--- config.mk ---
export PLATFORM = sky130hd
export DESIGN_NAME = mic_capture
export DESIGN_NICKNAME = d
export VERILOG_FILES = /design/src/rtl/mic_capture.sv
export SDC_FILE = /design/constraint.sdc
export NUM_CORES = 1
export LEC_CHECK = 0
export CAP_MARGIN = 10
export CORE_MARGIN = 8
export CORE_UTILIZATION = 50
export DETAILED_ROUTE_END_ITERATION = 8
export PLACE_DENSITY = 0.73
export REMOVE_ABC_BUFFERS = 1
export SYNTH_ARGS = -nofsm -noshare
export SYNTH_HDL_FRONTEND = slang
export SYNTH_SLANG_ARGS = --single-unit
--- constraint.sdc ---
create_clock -name clk -period 3.9 [get_ports clk]
set_input_delay 1.17 -clock clk [delete_from_list [all_inputs] [get_ports clk]]
set_output_delay 1.17 -clock clk [all_outputs]
set_load 0.005 [all_outputs]
--- src/rtl/mic_capture.sv ---
// Stereo capture master: drives bit clock / word select to a codec and
// deserializes its MSB-first, left-justified data into left/right frame pairs.
module mic_capture #(
  parameter logic [2:0] SAMPLE_PHASE = 3'd7,
  parameter int         DATA_WIDTH   = 16
) (
  input  logic                  clk,
  input  logic                  rst,
  input  logic                  en,
  output logic                  au_sysclk,
  output logic                  au_bck,
  output logic                  au_ws,
  input  logic                  au_data,
  output logic [DATA_WIDTH-1:0] frame_left,
  output logic [DATA_WIDTH-1:0] frame_right,
  output logic                  frame_valid,
  input  logic                  frame_ready,
  output logic                  overrun,
  input  logic                  ovr_clr
);

  logic [7:0]            cnt_q, cnt_d;
  logic [DATA_WIDTH-2:0] shift_q, shift_d;
  logic [DATA_WIDTH-1:0] right_hold_q, right_hold_d;
  logic [DATA_WIDTH-1:0] left_q, left_d;
  logic [DATA_WIDTH-1:0] right_q, right_d;
  logic                  valid_q, valid_d;
  logic                  ovr_q, ovr_d;

  logic                  strobe;
  logic                  right_done;
  logic                  load;
  logic [DATA_WIDTH-1:0] word;

  assign au_sysclk   = clk;
  assign au_bck      = cnt_q[2];
  assign au_ws       = cnt_q[7];
  assign frame_left  = left_q;
  assign frame_right = right_q;
  assign frame_valid = valid_q;
  assign overrun     = ovr_q;

  // The word including the bit sampled on this edge; only meaningful on strobe.
  assign word       = {shift_q, au_data};
  assign strobe     = en && (cnt_q[2:0] == SAMPLE_PHASE);
  assign right_done = strobe && (cnt_q[7:3] == 5'b01111);
  assign load       = strobe && (cnt_q[7:3] == 5'b11111);

  always_comb begin
    cnt_d        = cnt_q;
    shift_d      = shift_q;
    right_hold_d = right_hold_q;
    left_d       = left_q;
    right_d      = right_q;
    valid_d      = valid_q;
    ovr_d        = ovr_q;

    // Disabling discards any partial frame so re-enable starts aligned.
    if (!en) begin
      cnt_d        = 8'h00;
      shift_d      = '0;
      right_hold_d = '0;
    end else begin
      cnt_d = cnt_q + 8'd1;
      if (strobe)     shift_d      = word[DATA_WIDTH-2:0];
      if (right_done) right_hold_d = word;
    end

    // A load beats a coincident transfer: the new pair stays presented.
    if (load) begin
      left_d  = word;
      right_d = right_hold_q;
      valid_d = 1'b1;
    end else if (valid_q && frame_ready) begin
      valid_d = 1'b0;
    end

    if (load && valid_q && !frame_ready) begin
      ovr_d = 1'b1;
    end else if (ovr_clr) begin
      ovr_d = 1'b0;
    end
  end

  always_ff @(posedge clk) begin
    if (rst) begin
      cnt_q        <= 8'h00;
      shift_q      <= '0;
      right_hold_q <= '0;
      left_q       <= '0;
      right_q      <= '0;
      valid_q      <= 1'b0;
      ovr_q        <= 1'b0;
    end else begin
      cnt_q        <= cnt_d;
      shift_q      <= shift_d;
      right_hold_q <= right_hold_d;
      left_q       <= left_d;
      right_q      <= right_d;
      valid_q      <= valid_d;
      ovr_q        <= ovr_d;
    end
  end

endmodule

==> flow_summary.yaml <==
grt:
  antenna_found_initial: 0
  grtUsageTotal_pct: 14.77
  grt_max_degree: 47
  grt_pass1_wl_mm: 10.38
  grt_overflow: 0
  first_global_vias: 2304
sta:
  setup_violations: 0
  slew_headroom_pct: 39.10
  fin_skew_ps: 8.824
  fin_setup_tns_ps: 0
  fin_hold_ws_ps: 464.1
  hold_violations: 0
  tightest_slew_ps: 911.4
  drv_slew: 0
  grt_setup_unrepaired: "false"
min_path:
  hold_path_end: "cnt_q[0]"
  whs_path_depth: 1
  hp-start: "cnt_q[0]"
  hold_class: "flip-flop to flip-flop"
floorplan:
  die_height_um: 92.74
  die_w_um: 92.74
  start_util_pct: 50.62
  fp.coreArea_mm2: 0.005816
  die_area_mm2: 0.008600
  rows: 28
  io_pins: 43
synthesis:
  syn_avg_cell_area_um2: 8.509
  ys_seq_area_share_pct: 49.64
  synth_edf_count: 0
  synth_seq_cells: 73
  synth_top_area_share_pct: 49.64
  synth_cell_type_count: 26
  synth_common_cells: "dfxtp_1 (73), a21oi_1 (52), o21ai_0 (51)"
  ys.flop_type: "dfxtp_1"
  synthTopCellsByArea: "dfxtp_1 (50%), a21oi_1 (8.8%), o21ai_0 (8.7%), or3_1 (7.4%), mux2i_1 (5.1%)"
  synth.largest_area_cell: "dfxtp_1"
  yosys_warnings: 0
  syn_area_mm2: 0.002944
  post-synth-top-count-cell: "dfxtp_1"
  postSynthCellCount: 346
  postSynth.asyncResetShare_pct: 0
final_layout:
  fillers: 522
  drive_gt1_share_pct: 7.612
  seqCellArea_mm2: 0.001461
  fin_nets: 384
  syn_to_final_growth_pct: 23.12
  antenna_cells: 0
  multiInputGateArea_mm2: 0.001200
detailed_routing:
  via_per_inst: 5.307
  drt_iter0_markers: 169
  vias: 2420
  drcViolationCount: 0
  wl_per_cell_um: 13.07
  routed_wl_mm: 5.960
  dr.pass1.iters: 4
  antenna_left: 0
power:
  intPower_mw: 1.275
  power_density_mw_per_mm2: 435.6
  seq_power_share_pct: 47.3
  p_leak_nw: 1.113
  combinationalPowerShare_pct: 1.4
  irDropWorstVdd_mv: 0.2533
  swShare_pct: 19.26
  p_sw_uw: 304.1
  power.share.clock_pct: 51.3
setup_path:
  cp_max_fo: 2
  r2r_slack_ps: 1540
  worstSetupStartpointType: "clock port"
  r2r-end: "overrun"
  r2r_cells: 7
  critPathArrivalTime_ps: 2600
  r2r_start: "cnt_q[0]"
  critical_path_class: "clock port to output pin"
  cp.required_ps: 2730
  endpoint_kind: "output pin"
outcome:
  status: "completed"
job:
  drv_cap: 0
clock_network:
  cts_hold_buf: 0
  clk_pin_slew_worst_paths_ps: 70
  insertion_delay_ps: 450
  cts_tree: "done"
  cts_setup_buffers: 0
  cts_resized: 0
placement:
  gp_congestion: 0.7212
  port_buffers: 42
  place_hpwl_mm: 3.520
==> how the worst max path moves through the flow <==
stage               cells past startpoint        end  slack (ps)  from
global placement                        1  au_sysclk         370   clk
CTS                                     3  au_sysclk         120   clk
floorplan                               0  au_sysclk         780   clk
global route                            3  au_sysclk         110   clk
finish                                  3  au_sysclk         130   clk
detailed placement                      1  au_sysclk         370   clk
==> power groups by stage <==
stage	Clock, mW	Combinational (mW)	Sequential (mW)
after floorplan	0	0.00582	0.764
after global placement	0.0216	0.0220	0.764
after detailed placement	0.0216	0.0223	0.764
after CTS	0.824	0.0225	0.746
after global routing	0.869	0.0247	0.746
final	0.810	0.0223	0.746
==> flip-flops by register name, summed over array words and instances (netlist names) <==
name / flops
frame_valid: 1
shift_q: 15
overrun: 1
frame_right: 16
right_hold_q: 16
cnt_q: 8
frame_left: 16
==> routing by layer <==
metal	track usage, %	share of wire [%]
met5	0	0
met4	8.188	1.7
met3	4.531	5.1
met2	24.02	48
met1	16.94	46
==> final cells by class <==
type,instances,area share (%)
flip-flops and latches,73,40.32
multi-input cells,209,33.10
repair buffers,47,12.56
clock buffers,14,5.212
inverters,32,3.314
clock inverters,6,2.900
well taps,75,2.589
==> worst max-delay path: stages <==
cell	delay [ps]
clkbuf_8	110
clkbuf_8	110
clkdlybuf4s50_1	430
==> per-stage QoR <==
step / utilization, % / total power, mW / worst slack [ps] / area [um2] / instances
final: 62.33 / 1.579 / 129.0 / 3625 / 456
after floorplan: - / 0.7695 / 780.0 / 2776 / 314
after global placement: 57.44 / 0.8074 / 366.4 / 3341 / 437
after global routing: 62.33 / 1.640 / 113.1 / 3625 / 456
after detailed placement: 57.44 / 0.8077 / 366.4 / 3341 / 437
after CTS: 62.33 / 1.593 / 118.5 / 3625 / 456
==> cells in the final DEF (no fill, tap or decap), drive strengths merged, types with 6 or more instances in the layout <==
master / instances
clkbuf: 13
mux2i: 15
nor2: 18
inv: 32
clkdlybuf4s50: 42
o21ai: 51
dfxtp: 73
buf: 6
nand3: 20
a21oi: 52
or3: 35
==> cells by family after synthesis <==
kind of cell	count (synthesis)	synth area share (%)
xor gates and xnor gates	2	0.5951
DFF	73	49.64
adders and majority gates	2	0.8498
muxes	15	5.100
and+or+nand+nor	86	16.28
buffers and inverters	64	9.775
AOI/OAI and AO/OA	104	17.76
(Power assumes the default switching activity.)
